===== config.mk =====
export PLATFORM = sky130hd
export DESIGN_NAME = hp_alarm_log
export DESIGN_NICKNAME = d
export VERILOG_FILES = /design/src/rtl/hp_alarm_log.sv
export SDC_FILE = /design/constraint.sdc
export NUM_CORES = 1
export LEC_CHECK = 0
export BUFFER_PORTS_ARGS = -buffer_cell sky130_fd_sc_hd__buf_2
export CAP_MARGIN = 20
export CELL_PAD_IN_SITES_DETAIL_PLACEMENT = 1
export CELL_PAD_IN_SITES_GLOBAL_PLACEMENT = 1
export CORE_MARGIN = 1.5
export CORE_UTILIZATION = 40
export DETAILED_ROUTE_END_ITERATION = 16
export PLACE_DENSITY = 0.71
export SLEW_MARGIN = 20
export SYNTH_ARGS = -nofsm -noshare
export SYNTH_HDL_FRONTEND = slang
export SYNTH_SLANG_ARGS = --single-unit

===== constraint.sdc =====
create_clock -name clk -period 4.94 [get_ports clk]
set_clock_uncertainty 0.05 [all_clocks]
set_input_delay 1.482 -clock clk [delete_from_list [all_inputs] [get_ports clk]]
set_output_delay 1.482 -clock clk [all_outputs]
set_load 0.02 [all_outputs]

===== src/rtl/hp_alarm_log.sv =====
// hp_alarm_log: records a timestamp for every rising edge of an external
// alarm level in a small FIFO. Software reads the FIFO, status, the live
// timestamp and the control bits through a four-word Wishbone window.
module hp_alarm_log #(
    parameter logic [31:0] BASE_ADDR = 32'h3000_0010,
    parameter int          DEPTH     = 8,
    parameter int          TS_WIDTH  = 24
) (
    input  logic        clk,
    input  logic        reset,
    input  logic        i_wb_cyc,
    input  logic        i_wb_stb,
    input  logic        i_wb_we,
    input  logic [31:0] i_wb_addr,
    input  logic [31:0] i_wb_data,
    output logic        o_wb_ack,
    output logic        o_wb_stall,
    output logic [31:0] o_wb_data,
    input  logic        alarm,
    output logic        irq
);
    localparam int         PW         = $clog2(DEPTH);
    localparam logic [4:0] DEPTH_C    = 5'(DEPTH);
    localparam logic [1:0] REG_STATUS = 2'd0;
    localparam logic [1:0] REG_DATA   = 2'd1;
    localparam logic [1:0] REG_TIME   = 2'd2;
    localparam logic [1:0] REG_CTRL   = 2'd3;

    // Synchroniser chain and free-running timestamp
    logic                s1_q, s2_q, s3_q;
    logic [TS_WIDTH-1:0] ts_q;

    // FIFO storage and bookkeeping
    logic [TS_WIDTH-1:0] mem_q [DEPTH];
    logic [PW-1:0]       wr_ptr_q, wr_ptr_d;
    logic [PW-1:0]       rd_ptr_q, rd_ptr_d;
    logic [4:0]          count_q, count_d;
    logic                overflow_q, overflow_d;

    // Control register and registered outputs
    logic                enable_q, enable_d;
    logic                irq_en_q, irq_en_d;
    logic                ack_q;
    logic [31:0]         rdata_q, rdata_d;
    logic                irq_q, irq_d;

    // Decode and FIFO control strobes
    logic       req_s, hit_s, rd_s, wr_s;
    logic [1:0] sel_s;
    logic       empty_s, full_s, event_s;
    logic       pop_s, flush_s, ovf_clr_s;
    logic       push_req_s, push_s, drop_s;
    logic       unused_s;

    // Address bits below word granularity and unmapped write bits carry no meaning
    assign unused_s = ^{i_wb_addr[1:0], i_wb_data[31:17], i_wb_data[15:2]};

    // Bus decode, FIFO push/pop/flush arbitration and next-state values
    always_comb begin
        req_s   = i_wb_cyc & i_wb_stb;
        hit_s   = (i_wb_addr[31:4] == BASE_ADDR[31:4]);
        sel_s   = i_wb_addr[3:2];
        rd_s    = req_s & hit_s & ~i_wb_we;
        wr_s    = req_s & hit_s & i_wb_we;
        empty_s = (count_q == 5'd0);
        full_s  = (count_q == DEPTH_C);
        event_s = s2_q & ~s3_q;

        pop_s      = rd_s & (sel_s == REG_DATA) & ~empty_s;
        flush_s    = wr_s & (sel_s == REG_STATUS) & i_wb_data[0];
        ovf_clr_s  = wr_s & (sel_s == REG_STATUS) & i_wb_data[16];
        // A flush discards any event arriving on the same edge
        push_req_s = event_s & enable_q & ~flush_s;
        // A simultaneous pop frees the slot, so a full FIFO still accepts the push
        push_s     = push_req_s & (~full_s | pop_s);
        drop_s     = push_req_s & full_s & ~pop_s;

        wr_ptr_d = wr_ptr_q;
        rd_ptr_d = rd_ptr_q;
        count_d  = count_q;
        if (flush_s) begin
            wr_ptr_d = {PW{1'b0}};
            rd_ptr_d = {PW{1'b0}};
            count_d  = 5'd0;
        end else begin
            if (push_s) begin
                wr_ptr_d = wr_ptr_q + PW'(1);
            end else begin
                wr_ptr_d = wr_ptr_q;
            end
            if (pop_s) begin
                rd_ptr_d = rd_ptr_q + PW'(1);
            end else begin
                rd_ptr_d = rd_ptr_q;
            end
            case ({push_s, pop_s})
                2'b10:   count_d = count_q + 5'd1;
                2'b01:   count_d = count_q - 5'd1;
                default: count_d = count_q;
            endcase
        end

        // A new drop on the same edge as a clear is still recorded
        if (drop_s) begin
            overflow_d = 1'b1;
        end else if (ovf_clr_s) begin
            overflow_d = 1'b0;
        end else begin
            overflow_d = overflow_q;
        end

        if (wr_s && (sel_s == REG_CTRL)) begin
            enable_d = i_wb_data[0];
            irq_en_d = i_wb_data[1];
        end else begin
            enable_d = enable_q;
            irq_en_d = irq_en_q;
        end

        rdata_d = 32'd0;
        if (rd_s) begin
            case (sel_s)
                REG_STATUS: rdata_d = {15'd0, overflow_q, 6'd0, full_s, empty_s, 3'd0, count_q};
                REG_DATA: begin
                    if (empty_s) begin
                        rdata_d = 32'd0;
                    end else begin
                        rdata_d = 32'h8000_0000 | 32'(mem_q[rd_ptr_q]);
                    end
                end
                REG_TIME:   rdata_d = 32'(ts_q);
                REG_CTRL:   rdata_d = {30'd0, irq_en_q, enable_q};
                default:    rdata_d = 32'd0;
            endcase
        end else begin
            rdata_d = 32'd0;
        end

        irq_d = irq_en_q & (~empty_s | overflow_q);
    end

    // State update: synchroniser, timestamp, FIFO bookkeeping, control and bus outputs
    always_ff @(posedge clk or posedge reset) begin
        if (reset) begin
            s1_q       <= 1'b0;
            s2_q       <= 1'b0;
            s3_q       <= 1'b0;
            ts_q       <= {TS_WIDTH{1'b0}};
            wr_ptr_q   <= {PW{1'b0}};
            rd_ptr_q   <= {PW{1'b0}};
            count_q    <= 5'd0;
            overflow_q <= 1'b0;
            enable_q   <= 1'b0;
            irq_en_q   <= 1'b0;
            ack_q      <= 1'b0;
            rdata_q    <= 32'd0;
            irq_q      <= 1'b0;
        end else begin
            s1_q       <= alarm;
            s2_q       <= s1_q;
            s3_q       <= s2_q;
            ts_q       <= ts_q + TS_WIDTH'(1);
            wr_ptr_q   <= wr_ptr_d;
            rd_ptr_q   <= rd_ptr_d;
            count_q    <= count_d;
            overflow_q <= overflow_d;
            enable_q   <= enable_d;
            irq_en_q   <= irq_en_d;
            ack_q      <= req_s;
            rdata_q    <= rdata_d;
            irq_q      <= irq_d;
        end
    end

    // FIFO storage; left unreset because count gates every read of it
    always_ff @(posedge clk) begin
        if (push_s) begin
            mem_q[wr_ptr_q] <= ts_q;
        end
    end

    assign o_wb_ack   = ack_q;
    assign o_wb_stall = 1'b0;
    assign o_wb_data  = rdata_q;
    assign irq        = irq_q;

endmodule


==> results.cfg <==
[sta]
setup_viol = 0
relSlewSlack_pct = 45.5
slew_violations = 0
finalCriticalPeriod_ns = 3.78
max_freq_mhz = 265
setup-tns-final_ns = 0
rsz0062_at_grt = no
tightestPinTransition_ns = 0.817
hold_viol_final = 0
period_share_pct = 76.5

[cells_and_area]
drive_above_1_share_pct = 26.5
final_cells = 1043
fin_nets = 767
synthToLayoutAreaGrowth_pct = 16.4
final_cell_mix = edfxtp_1 (192), dfrtp_1 (66), buf_2 (65), nor2_1 (54), mux4_2 (48)
design_area_um2 = 12100
fill_cells = 2393
multi_input_area_um2 = 2800
antenna_cells = 0
fin_util_pct = 47.7
final_common_cell = edfxtp_1
ff_latch_area_um2 = 7470

[clock_tree]
clock-root-buffer = clkbuf_16
post_cts_buffers = 0
clockBufferDepth = 3
cts_hold_buf = 0
cts_resized = 0
cts.sinks = 260
clock_latency_ns = 0.54
numCtsBuffers = 26
h-tree-depth = 1
path_clk_slew_ns = 0.06
cts_tree = yes

[die]
rows = 58
die_y_um = 164
die-area_um2 = 27000
core_area_um2 = 25300
start_util_pct = 41.0
ios = 105
fp.dieW_um = 164

[hold_path]
hp-start = s1_q
hold_depth = 0
hp-class = register to register
worstHoldEndpoint = s2_q

[route]
drc = 0
wirelength_um = 23200
avgRoutedWirePerCell_um = 22.2
vias = 5687
antenna_left = 0
dr.pass1.iters = 5
vias_per_cell = 5.45
first_iter_violations = 351

[placement]
dpl.hpwl_um = 13500
gp_congestion = 0.788
placed_area_um2 = 11200
io_buffers = 65
place_inst = 995

[logic_synthesis]
synth-edff-count = 192
yosysWarnings = 0
yosys_most_used_dff = edfxtp_1
ys_types = 46
syn_inst = 607
synth_area_um2 = 10400
async_flop_share_pct = 26.2
ys_seq_area_share_pct = 71.9
syn_area_per_cell_um2 = 17.1
ys_ff_latch = 260

[pwr]
p_per_area_nw_per_um2 = 356
ir_worst_vdd_mv = 0.177
p_leak_uw = 0.00463

[critical_path]
endpoint_kind = register
rr_worst_depth = 11
arrival_ns = 4.17
r2r_slack_ns = 1.90
r2r-end = count_q[4]
crit_fanout = 12
startpoint_type = primary input
required_ns = 5.33
r2r_start = count_q[1]
critPathKind = primary input to register

[grt]
antenna_found_initial = 0
grt_pass1_vias = 6195
grt_first_pass_wirelength_um = 36100
grt_max_degree = 51
grtUsageTotal_pct = 18.0
grt-ovfl-total = 0

[status]
status = complete, no violations

[job]
cap_violations = 0
## worst max path at each step
stage | start | endpoint | depth (start not counted) | slack [ns]
after floorplan | i_wb_addr[5] | mem_q[7][0] | 6 | 0.58
after global placement | i_wb_addr[5] | count_q[4] | 12 | 0.81
after detailed placement | i_wb_addr[25] | count_q[4] | 12 | 0.62
after CTS | i_wb_addr[25] | count_q[4] | 12 | 1.14
after global routing | i_wb_addr[25] | count_q[4] | 12 | 0.92
final | i_wb_addr[25] | count_q[4] | 12 | 1.16
## cells in the mapped netlist, types with 3 or more instances
cell type  instances  area share (%)
edfxtp_1         192              55
dfrtp_1           68              16
nor2_1            61             2.2
mux4_2            48              10
mux2i_1           28             2.7
nand2_1           20            0.72
a21oi_1           19            0.92
xnor2_1           17             1.4
clkbuf_1          14            0.51
nand3_1           13            0.63
nor4_1            11            0.66
xor2_1            11            0.93
inv_1             10            0.36
buf_2              8            0.39
buf_4              8            0.58
nor3_1             8            0.39
nand4_1            7            0.42
o21ai_1            7            0.34
or3_1              7            0.42
o2111a_1           5            0.54
a211oi_1           4            0.29
ha_1               4            0.48
and3_1             3            0.18
mux2_2             3            0.33
or3b_1             3            0.25
## through the flow
| step | hold slack, ns | total power (uW) | setup slack [ns] |
|---|---|---|---|
| 2_1_floorplan | 0.281 | 2400 | 0.577 |
| 3_3_place_gp | 0.295 | 2420 | 0.805 |
| 3_5_place_dp | 0.286 | 2430 | 0.619 |
| 4_1_cts | 0.300 | 4350 | 1.14 |
| 5_1_grt | 0.306 | 4430 | 0.924 |
| 6_report | 0.298 | 4300 | 1.16 |
## metal layers
metal | global-route usage [%] | share of wire (%)
met3 | 2.85 | 5.1
met2 | 30.5 | 50
met4 | 4.88 | 1.9
met5 | 0 | 0
met1 | 24.1 | 43
## report_power, final
group	internal (uW)	total, uW	switching, uW
Clock	1120	1920	803
Combinational	16.4	57.1	40.6
Sequential	2320	2320	0.658
## registers in the layout (all words and copies together) (netlist names), 3 cells and up
| signal | flops |
|---|---|
| count_q | 5 |
| mem_q | 192 |
| o_wb_data | 25 |
| rd_ptr_q | 3 |
| ts_q | 24 |
| wr_ptr_q | 3 |
## critical path, cell delays in order
cell	delay, ns
buf_2	0.09
nor4_1	0.31
nand4_1	0.30
nor3_2	0.30
buf_4	0.22
nand2_1	0.09
xnor2_1	0.17
ha_1	0.27
nand3_1	0.10
or3_1	0.36
or3b_1	0.37
o211ai_1	0.09
## final cells by class
class                      instances  area share [%]
tap                              330            3.41
multi-input combinational        313            23.2
inverter                          10           0.321
clock inverter                    12           0.983
clock buffer                      36            5.94
sequential                       260            61.8
timing repair buffer              82            4.40
## logic make-up (layout without fill, tap and decap cells)
kind of cell / Yosys count / count (layout) / synth area share (%)
flip-flops: 260 / 260 / 71.9
AO/OA/AOI/OAI: 43 / 43 / 2.75
adder cells (fa/ha/maj): 4 / 4 / 0.482
buffers and inverters: 41 / 140 / 1.87
other: 1 / 8 / 0.0361
AND/OR/NAND/NOR: 151 / 151 / 7.22
XOR/XNOR: 28 / 28 / 2.36
multiplexers: 79 / 79 / 13.4
Power figures use the tool's default switching activity.
